$ cat src/rtl/stopwatch_pkg.sv
// Shared stopwatch definitions: FSM state encoding and counter widths/limits.
package stopwatch_pkg;

  localparam int unsigned SEC_W           = 6;
  localparam int unsigned SEC_MAX_DEFAULT = 59;
  localparam int unsigned MIN_MAX         = 99;

  // Start/stop/clear control states (2-bit encoding).
  typedef enum logic [1:0] {
    ST_IDLE  = 2'd0,
    ST_RUN   = 2'd1,
    ST_PAUSE = 2'd2
  } state_e;

endpackage

$ cat src/rtl/stopwatch_seconds_stage_tick_prescaler.sv
// tick_prescaler: divides clk by DIV while run is high.
// Ports:
//   clk  - system clock, rising edge
//   rst  - asynchronous reset, active-high
//   run  - count enable; counter holds its value when low
//   clr  - synchronous clear of the counter
//   tick - high in the cycle whose rising edge wraps the counter (run && cnt==DIV-1)
module tick_prescaler #(
  parameter int unsigned DIV = 100_000_000
) (
  input  logic clk,
  input  logic rst,
  input  logic run,
  input  logic clr,
  output logic tick
);

  localparam int unsigned     CNT_W = $clog2(DIV);
  localparam logic [CNT_W-1:0] LAST = CNT_W'(DIV - 1);

  logic [CNT_W-1:0] cnt;

  assign tick = run && (cnt == LAST);

  // Counter holds outside run so a paused fraction survives a resume.
  always_ff @(posedge clk or posedge rst) begin
    if (rst) begin
      cnt <= '0;
    end else if (clr || tick) begin
      cnt <= '0;
    end else if (run) begin
      cnt <= cnt + CNT_W'(1);
    end
  end

endmodule

$ cat src/rtl/stopwatch_seconds_stage.sv
// stopwatch_seconds_stage: 1 Hz tick generation, seconds counter 0..SEC_MAX and
// the start/stop/clear FSM feeding the minutes counter on the same clock edge.
// Optional lap capture is built when STOPWATCH_LAP_EN is defined.
// Ports:
//   clk, rst        - system clock, asynchronous active-high reset
//   start_stop_btn  - debounced level; rising edge toggles run/pause
//   clear_btn       - debounced level; rising edge clears to IDLE (wins over start_stop)
//   lap_btn         - debounced level; rising edge in RUN toggles lap capture
//   en              - high while in RUN (minutes counter enable)
//   sync_reset      - one-cycle clear pulse (minutes counter sync reset)
//   sec_count       - current seconds value
//   sec_max_tick    - high in the cycle whose edge wraps seconds to 0
//   lap_sec         - captured seconds value
//   lap_hold        - lap capture valid
module stopwatch_seconds_stage
  import stopwatch_pkg::*;
#(
  parameter int unsigned CLK_FREQ_HZ = 100_000_000,
  parameter int unsigned TICK_HZ     = 1,
  parameter int unsigned SEC_MAX     = SEC_MAX_DEFAULT
) (
  input  logic             clk,
  input  logic             rst,
  input  logic             start_stop_btn,
  input  logic             clear_btn,
  input  logic             lap_btn,
  output logic             en,
  output logic             sync_reset,
  output logic [SEC_W-1:0] sec_count,
  output logic             sec_max_tick,
  output logic [SEC_W-1:0] lap_sec,
  output logic             lap_hold
);

  localparam int unsigned      DIV      = CLK_FREQ_HZ / TICK_HZ;
  localparam logic [SEC_W-1:0] SEC_LAST = SEC_W'(SEC_MAX);

  state_e state;
  logic   ss_q;
  logic   clr_q;
  logic   ss_press;
  logic   clr_press;
  logic   tick;

  assign ss_press     = start_stop_btn & ~ss_q;
  assign clr_press    = clear_btn & ~clr_q;
  assign en           = (state == ST_RUN);
  assign sync_reset   = clr_press;
  assign sec_max_tick = tick && (sec_count == SEC_LAST);

  tick_prescaler #(
    .DIV (DIV)
  ) u_prescaler (
    .clk  (clk),
    .rst  (rst),
    .run  (en),
    .clr  (clr_press),
    .tick (tick)
  );

  // Control FSM, button history and seconds counter.
  // A start_stop press on a tick cycle still lets that tick count.
  always_ff @(posedge clk or posedge rst) begin
    if (rst) begin
      state     <= ST_IDLE;
      ss_q      <= 1'b0;
      clr_q     <= 1'b0;
      sec_count <= '0;
    end else begin
      ss_q  <= start_stop_btn;
      clr_q <= clear_btn;
      if (clr_press) begin
        state     <= ST_IDLE;
        sec_count <= '0;
      end else begin
        if (ss_press) begin
          case (state)
            ST_IDLE:  state <= ST_RUN;
            ST_RUN:   state <= ST_PAUSE;
            ST_PAUSE: state <= ST_RUN;
            default:  state <= ST_IDLE;
          endcase
        end
        if (tick) begin
          sec_count <= (sec_count == SEC_LAST) ? '0 : sec_count + SEC_W'(1);
        end
      end
    end
  end

`ifdef STOPWATCH_LAP_EN
  logic lap_q;
  logic lap_press;

  assign lap_press = lap_btn & ~lap_q;

  // First lap press in RUN freezes the current seconds, the next releases it.
  always_ff @(posedge clk or posedge rst) begin
    if (rst) begin
      lap_q    <= 1'b0;
      lap_sec  <= '0;
      lap_hold <= 1'b0;
    end else begin
      lap_q <= lap_btn;
      if (clr_press) begin
        lap_sec  <= '0;
        lap_hold <= 1'b0;
      end else if (lap_press && (state == ST_RUN)) begin
        if (lap_hold) begin
          lap_hold <= 1'b0;
        end else begin
          lap_sec  <= sec_count;
          lap_hold <= 1'b1;
        end
      end
    end
  end
`else
  logic lap_btn_unused;

  assign lap_btn_unused = lap_btn;
  assign lap_sec        = '0;
  assign lap_hold       = 1'b0;
`endif

endmodule
$ cat config.mk
export PLATFORM = sky130hd
export DESIGN_NAME = stopwatch_seconds_stage
export DESIGN_NICKNAME = d
export VERILOG_FILES = /design/src/rtl/stopwatch_pkg.sv /design/src/rtl/stopwatch_seconds_stage_tick_prescaler.sv /design/src/rtl/stopwatch_seconds_stage.sv
export SDC_FILE = /design/constraint.sdc
export NUM_CORES = 1
export LEC_CHECK = 0
export CAP_MARGIN = 20
export CORE_ASPECT_RATIO = 0.9
export CORE_MARGIN = 4
export CORE_UTILIZATION = 25
export CTS_CLUSTER_SIZE = 20
export DETAILED_ROUTE_END_ITERATION = 6
export GPL_ROUTABILITY_DRIVEN = 0
export PLACE_DENSITY = 0.4
export RECOVER_POWER = 50
export REMOVE_ABC_BUFFERS = 1
export SYNTH_ARGS = -nofsm -noshare
export SYNTH_HDL_FRONTEND = slang
export SYNTH_SLANG_ARGS = --single-unit
export TNS_END_PERCENT = 30
$ cat constraint.sdc
create_clock -name clk -period 2.6 [get_ports clk]
set_clock_uncertainty 0.2 [all_clocks]
set_input_delay 0.26 -clock clk [delete_from_list [all_inputs] [get_ports clk]]
set_output_delay 0.26 -clock clk [all_outputs]
set_load 0.05 [all_outputs]
== Word level (Yosys, flattened, before mapping) ==
Index checks and enable logic that the tools add are counted.

* Input port bits: 5
* Flip-flop bits (word level): 37
* Memories: 0
* Latch bits: 0
* Output and inout port bits: 16
* RAM bits: 0
* ROM bits: 0

* Add/sub/neg operators: 2
* Reductions and logical operators: 8
* Shift-type cells: 0
* Magnitude comparators: 0
* Divide/modulo/power cells: 0
* Multiplexer cells: 8
* Multipliers: 0
* Bitwise operators: 4
* Eq/ne operators: 4

{| class="wikitable"
|+ Operators by type and width
! operator !! number
|-
| 27-bit 2-to-1 mux || 2
|-
| 27-bit by 1-bit adder with 27-bit output, second input constant || 1
|-
| 27-bit equality test, second input constant || 1
|-
| 6-bit 2-to-1 mux || 3
|-
| 6-bit by 1-bit adder with 6-bit output, second input constant || 1
|-
| 6-bit equality test, second input constant || 1
|-
| 2-bit nonzero test || 3
|-
| 2-bit 2-to-1 mux || 2
|-
| 2-bit case mux with 2 select lines || 1
|-
| 1-bit AND || 2
|-
| 2-bit by 1-bit equality test with 1-bit output, second input constant || 1
|-
| 2-bit equality test, second input constant || 1
|-
| 1-bit logical AND || 2
|-
| 2-bit logical NOT || 1
|-
| 1-bit inverter || 2
|-
| 2-bit OR reduction || 1
|-
| 1-bit logical OR || 1
|}

== Depth between registers and ports, before layout ==
Gate-level depths: netlist (run 1).

* Depth in word-level cells: 5
* Depth in mapped cells: 6
* Mapped depth without buffers: 5

== Modules after synthesis ==
From an unflattened synthesis (run 1), not the netlist that was laid out.

* Cells, all modules: 205
* Area, all modules: 1989.4 um^2

{| class="wikitable"
|+ Modules (own cells, without submodules)
! module !! instances !! cells each !! area an instance (um^2) !! sequential area each (um^2)
|-
| tick_prescaler || 1 || 149 || 1448.9 || 675.6
|-
| stopwatch_seconds_stage || 1 || 56 || 540.5 || 250.2
|}

== Worst setup path after synthesis (run 1) ==
Ideal clock, no wire load.

* Kind: register -> output
* Start: reg sec_count[0]
* End: out sec_max_tick
* Path buffers: 0
* Arrival: 1.820 ns
* Slack: 0.320 ns
* Cell stages (with the launch flop): 4
* Path through: dfrtp_1 -> ha_1 -> nand4_1 -> nor2_1

* Cells in the longest elaborated chain, start to end: 2

{| class="wikitable"
|+ Ends and longest elaborated chain
! what !! line !! text
|-
| from (decl) || stopwatch_seconds_stage.sv:29 || <nowiki>output logic [SEC_W-1:0] sec_count,</nowiki>
|-
| from (signal assigned) || stopwatch_seconds_stage.sv:85 || <nowiki>sec_count <= (sec_count == SEC_LAST) ? '0 : sec_count + SEC_W'(1);</nowiki>
|-
| 6-bit equality test || stopwatch_seconds_stage.sv:49 || <nowiki>assign sec_max_tick = tick && (sec_count == SEC_LAST);</nowiki>
|-
| 1-bit logical AND || stopwatch_seconds_stage.sv:49 ||
|-
| to (decl) || stopwatch_seconds_stage.sv:30 || <nowiki>output logic sec_max_tick,</nowiki>
|}

No other way between the ends.

== Worst setup path in the final report (run 1) ==
* Start: reg u_prescaler.cnt[9]
* End: out sec_max_tick

* Cells in the longest elaborated chain, start to end: 3

{| class="wikitable"
|+ Ends and longest elaborated chain
! what !! line !! text
|-
| from (decl) || stopwatch_seconds_stage_tick_prescaler.sv:21 || <nowiki>logic [CNT_W-1:0] cnt;</nowiki>
|-
| from (signal assigned) || stopwatch_seconds_stage_tick_prescaler.sv:32 || <nowiki>cnt <= cnt + CNT_W'(1);</nowiki>
|-
| 27-bit equality test || stopwatch_seconds_stage_tick_prescaler.sv:23 || <nowiki>assign tick = run && (cnt == LAST);</nowiki>
|-
| 1-bit logical AND || stopwatch_seconds_stage_tick_prescaler.sv:23 ||
|-
| 1-bit logical AND || stopwatch_seconds_stage.sv:49 ||
|}

No other way between the ends.

==> results by group, run 1 <==
Outcome
  – Outcome: finished, final reports clean

Die
  – Height of the die: 95.9 um
  – Die area: ~10000 um^2
  – Number of core rows: 31
  – Area of the core: 8220 um^2
  – Starting Density: a little over a quarter
  – Die Wd: around 110 um
  – I/O pin cnt: 21

Critical path
  – Category of the critical setup timing path: reg2out
  – Kind of end point of the critical path: output port
  – CP Launch Type: register
  – Slowest cell delay on critical path: 530 ps
  – Worst Path Required: around 2100 ps
  – Cell chain of the critical path: nor4_1 > nor2b_1 > nand4_1 > nor2_1 > buf_12
  – Cell at the slowest stage of the critical path: sky130_fd_sc_hd__nor4_1
  – Signal arrival time at the worst endpoint: ~1900 ps
  – Max Fanout on Critical Path: 4

Final layout
  – Area of the multi-input gates: roughly 1100 um^2
  – Antenna diode instance count: 0
  – Layout cell share with drive strength beyond 1: between 10% and 20%
  – Net count of the finished layout: 260
  – Footprint of the flip-flops and latches: ~930 um^2
  – Post-synthesis to final-layout area growth: 18.5%
  – Filler instances: about 900

Global routing
  – Total routing usage reported by global routing: approximately 11%
  – Overflow after GRT: 0
  – Wire length of the first global-routing pass: roughly 9100 um
  – Initial antenna violation count: 0
  – Largest net degree at the start of global routing: 38
  – Number of global-route vias before repair: 1817

Clocking
  – CTS Buf Count: 5
  – Total number of clock tree sinks: 37
  – Post-CTS Setup Bufs: 0
  – Clock tree from TritonCTS: done
  – Longest Clk Path Bufs: 2
  – Clock Pin Slew Worst Setup and Hold Paths: 80 ps
  – Clock latency of the later-clocked register in the worst-skew pair: between 200 and 300 ps
  – Master cell of the clock root buffer: sky130_fd_sc_hd__clkbuf_8
  – Count of H-tree levels built during CTS: 2

STA
  – Final period util: between 90% and 100%
  – Final setup fails: 0
  – Slew margin rel.: between 30% and 40%
  – Number of pins exceeding their max-slew limit in the final report: 0
  – Min cycle time layout: ~2400 ps
  – RSZ-0062 raised after global routing: false
  – Maximum achievable frequency: between 400 and 500 MHz
  – Transition time of the tightest slew-check pin: 969 ps
  – Setup TNS Final: 0 ps
  – Setup slack after layout: approximately 230 ps
  – Final hold vios: 0

Min path
  – Type of the most critical hold path: in2reg

Route
  – First DRT Iteration DRCs: between 40 and 50
  – Vias per Instance: just under 5
  – Total routed wirelength: roughly 5400 um
  – Pre-antenna DRT Iters: 6
  – DRC errors left: 0
  – Residual antenna-violating net count after detailed routing: 0
  – Post-detailed-route wirelength per cell: around 15 um
  – Via total after detailed routing: roughly 1800

Synth
  – Post-Syn Instances: between 200 and 250
  – Commonest cells in the synthesized netlist: sky130_fd_sc_hd__dfrtp_1, sky130_fd_sc_hd__nor2_1, sky130_fd_sc_hd__a21oi_1
  – Post-synthesis sequential element count: 37
  – Number of unique standard cell types used by synthesis: between 40 and 50
  – Average footprint of a synthesized cell: a little over 9 um^2
  – Mapped cell area: roughly 2100 um^2
  – Count leader, synth: sky130_fd_sc_hd__dfrtp_1
  – Number of warnings reported in the yosys synthesis log: 0
  – Part of the Yosys area used for sequential elements: a little over two fifths
  – Predominant post-synthesis flop cell: sky130_fd_sc_hd__dfrtp_1
  – Number of flops mapped to enable cells by yosys: 0
  – Largest area contributor in the netlist: sky130_fd_sc_hd__dfrtp_1
  – Fraction of post-synthesis cell area in the top cell type by area: roughly 43%
  – Share of flip-flops with an asynchronous set or reset after synthesis: 100%
  – Top cells by area in the synthesized netlist: sky130_fd_sc_hd__dfrtp_1, sky130_fd_sc_hd__xnor2_1, sky130_fd_sc_hd__a21oi_1

Power
  – Leakage dissipation: 0.996 nW
  – Worst VDD drop: 0.259 mV
  – Power per standard cell area: just over 500 nW/um^2
  – Overall power consumption: approximately 1.3 mW

Job
  – # Max-Cap Violations: 0

Place
  – Setup slack at placement: around 230 ps
  – Placed wire-length estimate: 3800 um
  – Port Buffer Count: 12
[worst max-delay path: cells and delay by family, from the launching register on]
family | cells | cell delay [ps]
AND/OR/NAND/NOR | 4 | 1030
flip-flops | 1 | 430
buffers and inverters | 1 | 170
[state kept, by name, summed over array words and instances, names as in the netlist]
register	count
state	2
sec_count	6
ss_q	1
u_prescaler.cnt	27
clr_q	1
[worst paths after layout]
| path | slack [ps] | startpoint | cells past startpoint | endpoint |
|---|---|---|---|---|
| worst min-delay path | 340 | start_stop_btn | 1 | ss_q$_DFF_PP0_ |
| max in group asynchronous | 1100 | rst | 3 | clr_q$_DFF_PP0_ |
| worst max-delay path | 230 | u_prescaler.cnt[9]$_DFFE_PP0P_ | 5 | sec_max_tick |
| worst min register to register | 340 | sec_count[5]$_DFFE_PP0P_ | 1 | sec_count[5]$_DFFE_PP0P_ |
| worst max register to register | 260 | state[1]$_DFFE_PP0P_ | 4 | u_prescaler.cnt[25]$_DFFE_PP0P_ |
| min in group asynchronous | 500 | rst | 3 | u_prescaler.cnt[24]$_DFFE_PP0P_ |
[cells in the final DEF (no fill, tap or decap), types with 5 or more instances in the layout]
| cell | instances |
|---|---|
| sky130_fd_sc_hd__dfrtp_1 | 37 |
| sky130_fd_sc_hd__nor2_1 | 21 |
| sky130_fd_sc_hd__a21oi_1 | 16 |
| sky130_fd_sc_hd__nand3_1 | 14 |
| sky130_fd_sc_hd__nand2_1 | 13 |
| sky130_fd_sc_hd__nand4_1 | 11 |
| sky130_fd_sc_hd__xnor2_1 | 10 |
| sky130_fd_sc_hd__buf_4 | 9 |
| sky130_fd_sc_hd__inv_1 | 8 |
| sky130_fd_sc_hd__nor4_1 | 8 |
| sky130_fd_sc_hd__o21ai_0 | 8 |
| sky130_fd_sc_hd__or3_1 | 7 |
| sky130_fd_sc_hd__conb_1 | 7 |
| sky130_fd_sc_hd__clkdlybuf4s50_1 | 7 |
| sky130_fd_sc_hd__and3_1 | 6 |
| sky130_fd_sc_hd__o31ai_1 | 6 |
| sky130_fd_sc_hd__clkbuf_8 | 6 |
| sky130_fd_sc_hd__nor3_1 | 5 |
[routing by layer]
layer / global-route usage (%) / up-vias / share of wire [%]
met5: 0 / - / 0
met4: 2.05 / 0 / 0.22
met3: 2.28 / 3 / 3.1
met2: 17.9 / 23 / 46
met1: 15.7 / 901 / 51
li1: - / 890 / -
[area by class of cell]
class / count / share of cell area (%)
multi-input combinational: 179 / 44.5
clock inverter: 1 / 1.18
timing repair buffer: 21 / 7.57
clock buffer: 7 / 3.39
inverter: 9 / 1.33
sequential: 37 / 36.4
tap: 115 / 5.65
[power by group]
part | internal (mW) | switching (mW) | total (mW)
Sequential | 0.599 | 0.0269 | 0.626
Combinational | 0.0570 | 0.0990 | 0.156
Clock | 0.313 | 0.216 | 0.529
Total | 0.969 | 0.342 | 1.31
[what timing repair did]
| item | 4_1_cts | 5_1_grt |
|---|---|---|
| hold buffers | 0 | 0 |
| setup endpoints to repair | 0 | 1 |
| gates resized for setup | 0 | 1 |
[cells by family (layout without fill, tap and decap cells)]
group / count (synthesis) / after routing / share of synthesized area (%)
DFF: 37 / 37 / 43.1
AOI/OAI and AO/OA: 41 / 41 / 12.1
xor gates and xnor gates: 12 / 12 / 4.89
other: 1 / 7 / 0.175
adders and majority gates: 2 / 2 / 1.16
and+or+nand+nor: 114 / 114 / 31.2
muxes: 3 / 3 / 1.40
buffers and inverters: 24 / 38 / 5.94
[metrics by stage]
step | cells | area [um^2] | hold WS [ps] | util (%)
after floorplan | 225 | 2080 | 91.4 | -
after global placement | 361 | 2420 | 332 | 29.5
after detailed placement | 361 | 2420 | 330 | 29.5
after CTS | 369 | 2540 | 216 | 30.9
after global routing | 369 | 2540 | 348 | 30.9
final | 369 | 2540 | 340 | 30.9
Power figures use the tool's default switching activity.
==> run 2, diff against run 1 <==
- CORE_MARGIN: 4 -> unset
==> results by group, run 2 (synthesis gave the netlist of run 1 again) <==
Global routing
  – Overflow after GRT: 0
  – Total routing usage reported by global routing: approximately an eighth
  – Wire length of the first global-routing pass: approximately 9000 um
  – Number of global-route vias before repair: ~1800
  – Largest net degree at the start of global routing: 38
  – Initial antenna violation count: 0

Route
  – Total routed wirelength: 5230 um
  – Via total after detailed routing: between 1500 and 2000
  – Post-detailed-route wirelength per cell: ~14 um
  – Residual antenna-violating net count after detailed routing: 0
  – Vias per Instance: 4.83
  – DRC errors left: 0
  – First DRT Iteration DRCs: about 70
  – Pre-antenna DRT Iters: 4

Clocking
  – CTS Buf Count: 5
  – Clock latency of the later-clocked register in the worst-skew pair: around 290 ps
  – Longest Clk Path Bufs: 2
  – Clock tree from TritonCTS: done
  – Total number of clock tree sinks: 37
  – Clock Pin Slew Worst Setup and Hold Paths: roughly 80 ps
  – Count of H-tree levels built during CTS: 2
  – Hold buffer count at cts: 0
  – Master cell of the clock root buffer: sky130_fd_sc_hd__clkbuf_8

Place
  – Placed wire-length estimate: approximately 3700 um
  – Port Buffer Count: 12

Power
  – Power per standard cell area: around 460 nW/um^2
  – Worst VDD drop: approximately 0.23 mV
  – Leakage dissipation: ~0.99 nW

STA
  – Final hold vios: 0
  – RSZ-0062 raised after global routing: false
  – Slew margin rel.: 35.6%
  – Min cycle time layout: around 2500 ps
  – Maximum achievable frequency: 407 MHz
  – Transition time of the tightest slew-check pin: between 900 and 1000 ps
  – Final period util: a little over nine tenths
  – Number of pins exceeding their max-slew limit in the final report: 0
  – Final setup fails: 0
  – Final Hold Slack: roughly 330 ps
  – Setup TNS Final: 0 ps

Final layout
  – Layout cell share with drive strength beyond 1: a little over a tenth
  – Filler instances: 870
  – Regs by FF count: u_prescaler.cnt x27, sec_count x6, state x2
  – Most common library cell in the layout ignoring fill and taps: sky130_fd_sc_hd__dfrtp_1
  – Antenna diode instance count: 0
  – Commonest cells after routing, fill and taps aside: sky130_fd_sc_hd__dfrtp_1, sky130_fd_sc_hd__nor2_1, sky130_fd_sc_hd__a21oi_1, sky130_fd_sc_hd__nand3_1, sky130_fd_sc_hd__nand2_1
  – Number of flip-flops under the largest register name: 27
  – Footprint of the flip-flops and latches: between 900 and 1000 um^2
  – Post-synthesis to final-layout area growth: 17.5%
  – Area of the multi-input gates: around 1100 um^2
  – Net count of the finished layout: about 260
  – Biggest register: u_prescaler.cnt

Die
  – Die Wd: 99.7 um
  – Number of core rows: 31
  – Area of the core: a little over 8000 um^2
  – Height of the die: about 90 um
  – Starting Density: about a quarter
  – Die area: ~9000 um^2
  – I/O pin cnt: 21

Critical path
  – Max Fanout on Critical Path: 4
  – Worst Path Required: between 2000 and 2500 ps
  – Category of the critical setup timing path: reg2out
  – CP Launch Type: register
  – Kind of end point of the critical path: output port
  – Signal arrival time at the worst endpoint: ~2000 ps

Min path
  – Type of the most critical hold path: reg2reg

Outcome
  – Outcome: finished, final reports clean

Job
  – # Max-Cap Violations: 0
[run 2: cell types whose count changed in the layout (fill, tap and decap cells not counted)]
| cell | before | now |
|---|---|---|
| sky130_fd_sc_hd__nor4_2 | 0 | 1 |
| sky130_fd_sc_hd__clkbuf_8 | 6 | 5 |
| sky130_fd_sc_hd__bufinv_16 | 1 | 0 |
| sky130_fd_sc_hd__nor4bb_2 | 1 | 0 |
| sky130_fd_sc_hd__nor4_1 | 8 | 7 |
| sky130_fd_sc_hd__clkbuf_1 | 1 | 3 |
| sky130_fd_sc_hd__nor4bb_1 | 0 | 1 |
| sky130_fd_sc_hd__buf_4 | 9 | 11 |
[run 2: layout make-up]
type                            instances  area share (%)
Inverter                                9            1.34
Sequential cell                        37            36.7
Multi-Input combinational cell        179            44.9
Timing Repair Buffer                   23            8.23
Tap cell                              115            5.70
Clock buffer                            8            3.17
[run 2: power by group]
group | switching, mW | leakage [nW] | total [mW] | internal (mW)
logic | 0.0955 | 0.441 | 0.148 | 0.0526
clock network | 0.206 | 0.0395 | 0.397 | 0.191
registers | 0.0294 | 0.509 | 0.628 | 0.599
[run 2: stage by stage]
stage	utilization [%]	std cells	power, mW	setup WS, ps	instance area [um^2]
6_report	30.8	371	1.17	141	2520
4_1_cts	30.8	371	1.20	133	2520
3_3_place_gp	29.8	363	0.792	303	2440
5_1_grt	30.8	371	1.23	42.1	2520
2_1_floorplan	-	225	0.745	140	2080
3_5_place_dp	29.8	363	0.792	268	2440
[run 2: worst paths after layout]
kind | start | depth (start not counted) | slack, ps | endpoint
max in group asynchronous | rst | 3 | 1080 | u_prescaler.cnt[2]$_DFFE_PP0P_
min in group asynchronous | rst | 3 | 510 | u_prescaler.cnt[26]$_DFFE_PP0P_
worst min register to register | sec_count[5]$_DFFE_PP0P_ | 1 | 330 | sec_count[5]$_DFFE_PP0P_
worst max-delay path | u_prescaler.cnt[25]$_DFFE_PP0P_ | 5 | 140 | sec_max_tick
worst max register to register | u_prescaler.cnt[9]$_DFFE_PP0P_ | 4 | 210 | u_prescaler.cnt[25]$_DFFE_PP0P_
worst min-delay path | sec_count[5]$_DFFE_PP0P_ | 1 | 330 | sec_count[5]$_DFFE_PP0P_
[run 2: what timing repair did]
action	4_1_cts	5_1_grt
setup endpoints to repair	0	1
resized for setup	0	1
buffers inserted	0	0
[run 2: layer usage]
| metal | global-route usage, % | vias up | share of wire [%] |
|---|---|---|---|
| met2 | 18.7 | 24 | 44 |
| met3 | 2.88 | 4 | 2.7 |
| met5 | 0 | - | 0 |
| met4 | 2.70 | 0 | 0.67 |
| li1 | - | 890 | - |
| met1 | 18.4 | 874 | 53 |
[run 2: worst max-delay path, cell delays in order, from the launching register on]
cell and delay (ps):
sky130_fd_sc_hd__dfrtp_1 420, sky130_fd_sc_hd__nor4bb_1 530, sky130_fd_sc_hd__and3_1 240, sky130_fd_sc_hd__nand4_1 110, sky130_fd_sc_hd__nor2_1 230, sky130_fd_sc_hd__buf_12 170
